## src/rtl/spi_regfile_pkg.sv

```systemverilog
// Shared types and frame-size helpers for the SPI register-file peripheral.
package spi_regfile_pkg;

    // Frame tracking states of the peripheral.
    typedef enum logic [1:0] {
        IDLE     = 2'd0,
        CMD      = 2'd1,
        DATA     = 2'd2,
        WAIT_END = 2'd3
    } state_e;

    // Bits in a complete frame: R/W flag, address field, data field.
    function automatic int frame_len(input int addr_w, input int data_w);
        return 1 + addr_w + data_w;
    endfunction

    // Bit counter width; it must hold FRAME_LEN+1 so an overrun is visible.
    function automatic int cnt_width(input int addr_w, input int data_w);
        return $clog2(frame_len(addr_w, data_w) + 2);
    endfunction

    localparam int FRAME_LEN = frame_len(7, 8);
    localparam int CNT_W     = cnt_width(7, 8);

endpackage

```

## src/rtl/spi_regfile_peripheral_if.sv

```systemverilog
// Pin and status bundle of the SPI register-file peripheral.
// Handshake: there is no valid/ready pair. A transfer is framed by ncs
// (active low). The controller changes copi while sclk is low, and the
// peripheral samples it on each sclk rising edge. The peripheral changes
// cipo after each sclk falling edge. wr_strobe and frame_err are one-clk
// pulses on the system clock, and the consumer must not stall them.
interface spi_regfile_peripheral_if #(
    parameter int NUM_REGS = 5,
    parameter int DATA_W   = 8
);
    logic                       sclk;
    logic                       ncs;
    logic                       copi;
    logic                       cipo;
    logic                       cipo_oe;
    logic [NUM_REGS*DATA_W-1:0] reg_q;
    logic [NUM_REGS-1:0]        wr_strobe;
    logic                       frame_err;

    modport master (
        output sclk, ncs, copi,
        input  cipo, cipo_oe, reg_q, wr_strobe, frame_err
    );

    modport slave (
        input  sclk, ncs, copi,
        output cipo, cipo_oe, reg_q, wr_strobe, frame_err
    );
endinterface

```

## src/rtl/spi_sync_edge.sv

```systemverilog
// Multi-flop synchroniser with a prev flop for edge detection on an async input.
module spi_sync_edge #(
    parameter int   STAGES    = 2,
    parameter logic RESET_VAL = 1'b0
) (
    input  logic clk,
    input  logic rst,
    input  logic d_i,
    output logic level_o,
    output logic rise_o,
    output logic fall_o
);
    logic [STAGES-1:0] sync_q;
    logic              prev_q;

    // Shift the async input through the chain and remember the last settled level
    always_ff @(posedge clk or posedge rst) begin
        if (rst) begin
            sync_q <= {STAGES{RESET_VAL}};
            prev_q <= RESET_VAL;
        end else begin
            sync_q <= {sync_q[STAGES-2:0], d_i};
            prev_q <= sync_q[STAGES-1];
        end
    end

    assign level_o = sync_q[STAGES-1];
    assign rise_o  = level_o & ~prev_q;
    assign fall_o  = ~level_o & prev_q;
endmodule

```

## src/rtl/spi_regfile_peripheral.sv

```systemverilog
// SPI mode-0 register file: framed writes with per-register strobes, read-back on CIPO.
module spi_regfile_peripheral
    import spi_regfile_pkg::*;
#(
    parameter int NUM_REGS    = 5,
    parameter int DATA_W      = 8,
    parameter int ADDR_W      = 7,
    parameter int SYNC_STAGES = 2
) (
    input  logic   clk,
    input  logic   rst,
    spi_regfile_peripheral_if.slave bus,
    output state_e dbg_state_o
);
    localparam int FLEN = frame_len(ADDR_W, DATA_W);
    localparam int CW   = cnt_width(ADDR_W, DATA_W);
    localparam int SW   = $clog2(SYNC_STAGES + 1);
    localparam int RW   = NUM_REGS * DATA_W;

    logic sclk_rise, sclk_fall, unused_sclk_lvl;
    logic ncs_lvl, ncs_rise, ncs_fall;
    logic copi_lvl, unused_copi_rise, unused_copi_fall;

    state_e              state_q, state_d;
    logic [CW-1:0]       cnt_q, cnt_d;
    logic [ADDR_W:0]     cmd_q, cmd_d, cmd_next;
    logic                rw_q, rw_d;
    logic [ADDR_W-1:0]   addr_q, addr_d, pend_addr_q, pend_addr_d;
    logic [DATA_W-1:0]   wdata_q, wdata_d, rd_q, rd_d, pend_data_q, pend_data_d;
    logic [DATA_W-1:0]   rd_lookup;
    logic [DATA_W:0]     wd_ext, rd_ext;
    logic                oe_q, oe_d, pend_q, pend_d, err_q, err_d;
    logic [RW-1:0]       regs_q, regs_d;
    logic [NUM_REGS-1:0] strobe_q, strobe_d;
    logic [SW-1:0]       settle_q, settle_d;
    logic                armed_q, armed_d, settled, addr_ok;

    spi_sync_edge #(.STAGES(SYNC_STAGES), .RESET_VAL(1'b0)) u_sync_sclk (
        .clk(clk), .rst(rst), .d_i(bus.sclk),
        .level_o(unused_sclk_lvl), .rise_o(sclk_rise), .fall_o(sclk_fall)
    );

    spi_sync_edge #(.STAGES(SYNC_STAGES), .RESET_VAL(1'b1)) u_sync_ncs (
        .clk(clk), .rst(rst), .d_i(bus.ncs),
        .level_o(ncs_lvl), .rise_o(ncs_rise), .fall_o(ncs_fall)
    );

    spi_sync_edge #(.STAGES(SYNC_STAGES), .RESET_VAL(1'b0)) u_sync_copi (
        .clk(clk), .rst(rst), .d_i(bus.copi),
        .level_o(copi_lvl), .rise_o(unused_copi_rise), .fall_o(unused_copi_fall)
    );

    // The ncs chain resets high; if the pin is low when reset releases, the chain
    // would fake a falling edge. Only accept a frame start once a real high ncs
    // has been seen after the chain has filled with real samples.
    assign settled  = (settle_q == SW'(SYNC_STAGES));
    assign addr_ok  = (32'(addr_q) < NUM_REGS);
    assign cmd_next = {cmd_q[ADDR_W-1:0], copi_lvl};
    assign wd_ext   = {wdata_q, copi_lvl};
    assign rd_ext   = {rd_q, 1'b0};

    // Read-back value for the address being latched; unimplemented addresses read 0
    always_comb begin
        rd_lookup = '0;
        for (int i = 0; i < NUM_REGS; i++) begin
            if (cmd_next[ADDR_W-1:0] == ADDR_W'(i)) rd_lookup = regs_q[i*DATA_W +: DATA_W];
        end
    end

    // Frame tracking: ncs rising has priority over any coincident sclk edge
    always_comb begin
        state_d     = state_q;
        cnt_d       = cnt_q;
        cmd_d       = cmd_q;
        rw_d        = rw_q;
        addr_d      = addr_q;
        wdata_d     = wdata_q;
        rd_d        = rd_q;
        oe_d        = oe_q;
        pend_d      = 1'b0;
        pend_addr_d = pend_addr_q;
        pend_data_d = pend_data_q;
        err_d       = 1'b0;
        settle_d    = settled ? settle_q : settle_q + SW'(1);
        armed_d     = armed_q | (settled & ncs_lvl);
        if (ncs_rise) begin
            if (state_q != IDLE) begin
                if (cnt_q == CW'(FLEN)) begin
                    pend_d      = rw_q & addr_ok;
                    pend_addr_d = addr_q;
                    pend_data_d = wdata_q;
                end else begin
                    err_d = 1'b1;
                end
            end
            state_d = IDLE;
            oe_d    = 1'b0;
        end else if (state_q == IDLE) begin
            if (ncs_fall && armed_q) begin
                state_d = CMD;
                cnt_d   = '0;
                cmd_d   = '0;
                wdata_d = '0;
                rd_d    = '0;
                oe_d    = 1'b1;
            end
        end else if (sclk_rise && !ncs_lvl) begin
            if (cnt_q != CW'(FLEN + 1)) cnt_d = cnt_q + CW'(1);
            case (state_q)
                CMD: begin
                    cmd_d = cmd_next;
                    if (cnt_q == CW'(ADDR_W)) begin
                        rw_d    = cmd_next[ADDR_W];
                        addr_d  = cmd_next[ADDR_W-1:0];
                        rd_d    = cmd_next[ADDR_W] ? '0 : rd_lookup;
                        state_d = DATA;
                    end
                end
                DATA: begin
                    wdata_d = wd_ext[DATA_W-1:0];
                    if (cnt_q == CW'(FLEN - 1)) state_d = WAIT_END;
                end
                default: ;
            endcase
        end else if (sclk_fall && !ncs_lvl && state_q == DATA && cnt_q != CW'(ADDR_W + 1)) begin
            // The falling edge right after the command latch must not shift:
            // the first data bit is already on cipo.
            rd_d = rd_ext[DATA_W-1:0];
        end
    end

    // Commit stage: write the register and pulse its strobe one clk after acceptance
    always_comb begin
        strobe_d = '0;
        regs_d   = regs_q;
        for (int i = 0; i < NUM_REGS; i++) begin
            if (pend_q && pend_addr_q == ADDR_W'(i)) begin
                strobe_d[i]                = 1'b1;
                regs_d[i*DATA_W +: DATA_W] = pend_data_q;
            end
        end
    end

    // State, datapath and register-file flops
    always_ff @(posedge clk or posedge rst) begin
        if (rst) begin
            state_q     <= IDLE;
            cnt_q       <= '0;
            cmd_q       <= '0;
            rw_q        <= 1'b0;
            addr_q      <= '0;
            wdata_q     <= '0;
            rd_q        <= '0;
            oe_q        <= 1'b0;
            pend_q      <= 1'b0;
            pend_addr_q <= '0;
            pend_data_q <= '0;
            err_q       <= 1'b0;
            regs_q      <= '0;
            strobe_q    <= '0;
            settle_q    <= '0;
            armed_q     <= 1'b0;
        end else begin
            state_q     <= state_d;
            cnt_q       <= cnt_d;
            cmd_q       <= cmd_d;
            rw_q        <= rw_d;
            addr_q      <= addr_d;
            wdata_q     <= wdata_d;
            rd_q        <= rd_d;
            oe_q        <= oe_d;
            pend_q      <= pend_d;
            pend_addr_q <= pend_addr_d;
            pend_data_q <= pend_data_d;
            err_q       <= err_d;
            regs_q      <= regs_d;
            strobe_q    <= strobe_d;
            settle_q    <= settle_d;
            armed_q     <= armed_d;
        end
    end

    assign bus.cipo      = (state_q == DATA) && !rw_q && rd_q[DATA_W-1];
    assign bus.cipo_oe   = oe_q;
    assign bus.reg_q     = regs_q;
    assign bus.wr_strobe = strobe_q;
    assign bus.frame_err = err_q;
    assign dbg_state_o   = state_q;
endmodule
```

## src/flat_wrapper.sv

```systemverilog
// flat-port wrapper written by rule: the top's interface ports become plain ports
module spi_regfile_peripheral_flat import spi_regfile_pkg::*;
#(
    parameter int NUM_REGS    = 5,
    parameter int DATA_W      = 8,
    parameter int ADDR_W      = 7,
    parameter int SYNC_STAGES = 2
)
  (clk, rst, dbg_state_o, bus_sclk, bus_ncs, bus_copi, bus_cipo, bus_cipo_oe, bus_reg_q, bus_wr_strobe, bus_frame_err);
  spi_regfile_peripheral_if #(.NUM_REGS(NUM_REGS), .DATA_W(DATA_W)) bus_i ();
  input  logic clk;
  input  logic rst;
  output state_e dbg_state_o;
  input wire logic [$bits(bus_i.sclk)-1:0] bus_sclk;
  input wire logic [$bits(bus_i.ncs)-1:0] bus_ncs;
  input wire logic [$bits(bus_i.copi)-1:0] bus_copi;
  output wire logic [$bits(bus_i.cipo)-1:0] bus_cipo;
  output wire logic [$bits(bus_i.cipo_oe)-1:0] bus_cipo_oe;
  output wire logic [$bits(bus_i.reg_q)-1:0] bus_reg_q;
  output wire logic [$bits(bus_i.wr_strobe)-1:0] bus_wr_strobe;
  output wire logic [$bits(bus_i.frame_err)-1:0] bus_frame_err;
  assign bus_i.sclk = bus_sclk;
  assign bus_i.ncs = bus_ncs;
  assign bus_i.copi = bus_copi;
  assign bus_cipo = bus_i.cipo;
  assign bus_cipo_oe = bus_i.cipo_oe;
  assign bus_reg_q = bus_i.reg_q;
  assign bus_wr_strobe = bus_i.wr_strobe;
  assign bus_frame_err = bus_i.frame_err;
  spi_regfile_peripheral #(.NUM_REGS(NUM_REGS), .DATA_W(DATA_W), .ADDR_W(ADDR_W), .SYNC_STAGES(SYNC_STAGES)) u_core (.clk(clk), .rst(rst), .bus(bus_i), .dbg_state_o(dbg_state_o));
endmodule
```

## config.mk

```make
export PLATFORM = sky130hd
export DESIGN_NAME = spi_regfile_peripheral_flat
export DESIGN_NICKNAME = d
export VERILOG_FILES = /design/src/rtl/spi_regfile_pkg.sv /design/src/rtl/spi_regfile_peripheral_if.sv /design/src/rtl/spi_sync_edge.sv /design/src/rtl/spi_regfile_peripheral.sv /design/src/flat_wrapper.sv
export SDC_FILE = /design/constraint.sdc
export NUM_CORES = 1
export LEC_CHECK = 0
export CORE_MARGIN = 2
export CORE_UTILIZATION = 52
export DETAILED_ROUTE_END_ITERATION = 8
export GPL_TIMING_DRIVEN = 0
export PLACE_DENSITY_LB_ADDON = 0.15
export SLEW_MARGIN = 20
export SYNTH_ARGS = -nofsm -noshare
export SYNTH_HDL_FRONTEND = slang
export SYNTH_SLANG_ARGS = --single-unit
```

## constraint.sdc

```tcl
create_clock -name clk -period 5.5 [get_ports clk]
set_input_delay 1.65 -clock clk [delete_from_list [all_inputs] [get_ports clk]]
set_output_delay 1.65 -clock clk [all_outputs]
set_load 0.05 [all_outputs]
```

==> results.json <==
{
  "cp-start-kind": "flip-flop",
  "die_height_um": 102,
  "timing.final.hold_violations": 0,
  "layout-drive-gt1-share": 0.272,
  "drt-total-wl_mm": 10.6,
  "place_inst": 561,
  "post_cts_resized": 0,
  "p_int_uw": 1110,
  "cp.required_ns": 3.85,
  "critPathSlowestCell": "clkdlybuf4s50_1",
  "r2r-start": "u_core.dbg_state_o[1]$_DFFE_PP0P_",
  "core_area_um2": 9280,
  "num_rows": 35,
  "skew_ns": 0.0124,
  "cts_tree": "yes",
  "wire_per_inst_um": 18.3,
  "synth_edf_count": 0,
  "crit_family": "buffers and inverters",
  "setup_violations": 0,
  "post-route-period-util": 0.692,
  "maxSlewViolCount": 0,
  "syn_area_um2": 5020,
  "cts.hold.buffers_added": 0,
  "syn_area_per_cell_um2": 13.3,
  "clk_path_buf_depth": 2,
  "grt_overflow": 0,
  "p_clk_frac": 0.302,
  "crit_buf_inv": 2,
  "path_class": "reg -> out",
  "worstHoldStart": "u_core.u_sync_ncs.sync_q[0]$_DFF_PP1_",
  "max_freq_mhz": 263,
  "cts_root_buffer": "clkbuf_8",
  "critPathCaptureType": "output port",
  "pwr_density_cell_nw_per_um2": 265,
  "synth_top_area_share": 0.543,
  "n_antenna_cell": 0,
  "dr.pass1.iters": 5,
  "clock_latency_ns": 0.37,
  "outcome": "completed",
  "period_minus_slack_ns": 3.81,
  "drt_iter0_drc": 117,
  "leakage_uw": 0.00272,
  "fin_cells": 577,
  "cts_setup_buffers": 0,
  "arrival_ns": 2.16,
  "place_congestion": 0.846,
  "hpwl_mm": 7.42,
  "grt_pass1_wl_mm": 17.1,
  "synth.net_count": 391,
  "drc_errors": 0,
  "yosysWarnings": 0,
  "grt_pass1_vias": 3254,
  "grt_start_max_net_pins": 83,
  "hp-class": "reg -> reg",
  "synth-seq-cells": 112,
  "tightest_slew_ns": 0.916,
  "synth-main-ff-cell": "dfrtp_1",
  "seqPwrFrac": 0.552,
  "clk_pin_slew_ns": 0.11,
  "portBuffers": 54,
  "cts_buffers": 9,
  "cap_viol_max_count": 0,
  "cp_cell_sequence": "inv_1, ha_1, and3b_1, clkdlybuf4s50_1",
  "hold_ws_ns": 0.355,
  "synth_seq_area_share": 0.559,
  "async_flop_share": 1.00,
  "ys_types": 57,
  "synth.area.top_cells": "dfrtp_1, mux2_2, mux2i_1",
  "relSlewSlack": 0.385,
  "area_growth_syn_to_layout_pct": 18.5,
  "ant_nets": 0,
  "start_util": 0.541,
  "fp.dieW_um": 102,
  "p_comb_frac": 0.146,
  "cts.sinks": 112,
  "fin_nets": 457,
  "antenna_found_initial": 0,
  "vias": 3246,
  "setup_tns_ns": 0,
  "num_io_pins": 55,
  "critPathMaxFanout": 5,
  "synth_largest_area_cell": "dfrtp_1",
  "p_switching_uw": 462,
  "rsz0062_at_grt": "false",
  "avgViaCountPerCell": 5.63,
  "peakVddDrop_v": 0.000148,
  "die_area_um2": 10500,
  "htreeDepth": 3,
  "synthCells": 377,
  "power_uw": 1580,
  "grt.total_usage": 0.217,
  "critPathLaunch": "u_core.dbg_state_o[0]$_DFFE_PP0P_",
  "swShare": 0.293,
  "critical_path.max_stage_delay_ns": 0.80
}
## through the flow
stage / area (um^2) / util / setup WS [ns]
floorplan: 5020 / - / 0.896
finish: 5950 / 0.641 / 1.69
detailed placement: 5750 / 0.620 / 2.09
global placement: 5720 / 0.616 / -0.672
global route: 5950 / 0.641 / 1.61
CTS: 5950 / 0.641 / 1.67
## cell usage after synthesis, types with 6 or more instances
| cell type | instances |
|---|---|
| nand2_1 | 13 |
| inv_1 | 9 |
| nor2b_1 | 16 |
| mux2i_1 | 16 |
| o21ai_0 | 12 |
| ha_1 | 9 |
| nand2b_1 | 7 |
| buf_2 | 7 |
| dfrtp_1 | 109 |
| nor2_1 | 11 |
| clkbuf_1 | 6 |
| o22ai_1 | 6 |
| mux2_2 | 79 |
| o21a_1 | 7 |
## power groups by stage
stage / Combinational, uW / Clock, uW / Sequential [uW]
detailed placement: 227 / 0 / 887
CTS: 229 / 492 / 870
finish: 230 / 477 / 870
global placement: 222 / 0 / 886
floorplan: 148 / 0 / 895
global route: 250 / 525 / 874
## logic make-up after synthesis
logic type | after synthesis | share of synthesized area
buffers and inverters | 23 | 0.0192
xor gates and xnor gates | 2 | 0.00349
AOI/OAI and AO/OA | 50 | 0.0700
and+or+nand+nor | 86 | 0.117
DFF | 112 | 0.559
adders and majority gates | 9 | 0.0224
muxes | 95 | 0.209
## worst paths after layout
kind,cells after the start,slack (ns),end
worst max-delay path,4,1.69,bus_cipo
worst min-delay path,0,0.36,u_core.u_sync_ncs.sync_q[1]$_DFF_PP1_
worst max register to register,7,3.05,u_core.wdata_q[1]$_DFFE_PP0P_
worst min register to register,0,0.36,u_core.u_sync_ncs.sync_q[1]$_DFF_PP1_
max in group asynchronous,3,3.21,u_core.bus.reg_q[9]$_DFFE_PP0P_
min in group asynchronous,2,1.61,u_core.bus.frame_err$_DFF_PP0_
## final cells by class
class                           count  area [um^2]
Multi-Input combinational cell    242         2120
Clock inverter                      5         51.3
Fill cell                         724         3340
Tap cell                          129          161
Timing Repair Buffer               55          568
Sequential cell                   112         2810
Clock buffer                       11          141
Inverter                            9         38.8
Buffer                             14         62.6
## metal layers
| metal | up-vias | share of wire | wire length [um] | global-route usage |
|---|---|---|---|---|
| met5 | - | 0 | 0 | 0 |
| met3 | 10 | 0.030 | 318 | 0.0390 |
| met4 | 0 | 0.012 | 130 | 0.0636 |
| met2 | 58 | 0.47 | 5010 | 0.334 |
| li1 | 1504 | - | - | - |
| met1 | 1674 | 0.48 | 5130 | 0.318 |
## sequential cells by signal, summed over array words and instances (netlist names), 5 cells and up
register              cells
u_core.rd_q               8
u_core.cmd_q              7
u_core.bus.wr_strobe      5
u_core.wdata_q            8
u_core.addr_q             7
u_core.cnt_q              5
u_core.pend_data_q        8
u_core.pend_addr_q        7
u_core.bus.reg_q         40
## cell usage in the layout, fill, tap and decap left out, drive strengths merged, types with 4 or more instances in the layout
| master | count |
|---|---|
| nor3b | 4 |
| clkdlybuf4s50 | 54 |
| buf | 8 |
| clkbuf | 18 |
| nor2 | 13 |
| a22oi | 5 |
| inv | 11 |
| o22ai | 6 |
| o21ai | 12 |
| and3b | 4 |
| nor2b | 16 |
| dfrtp | 109 |
| nand2b | 7 |
| ha | 9 |
| nand3 | 4 |
| o21a | 7 |
| nand2 | 14 |
| mux2 | 79 |
| a31oi | 5 |
| mux2i | 16 |
Power figures use the tool's default switching activity.
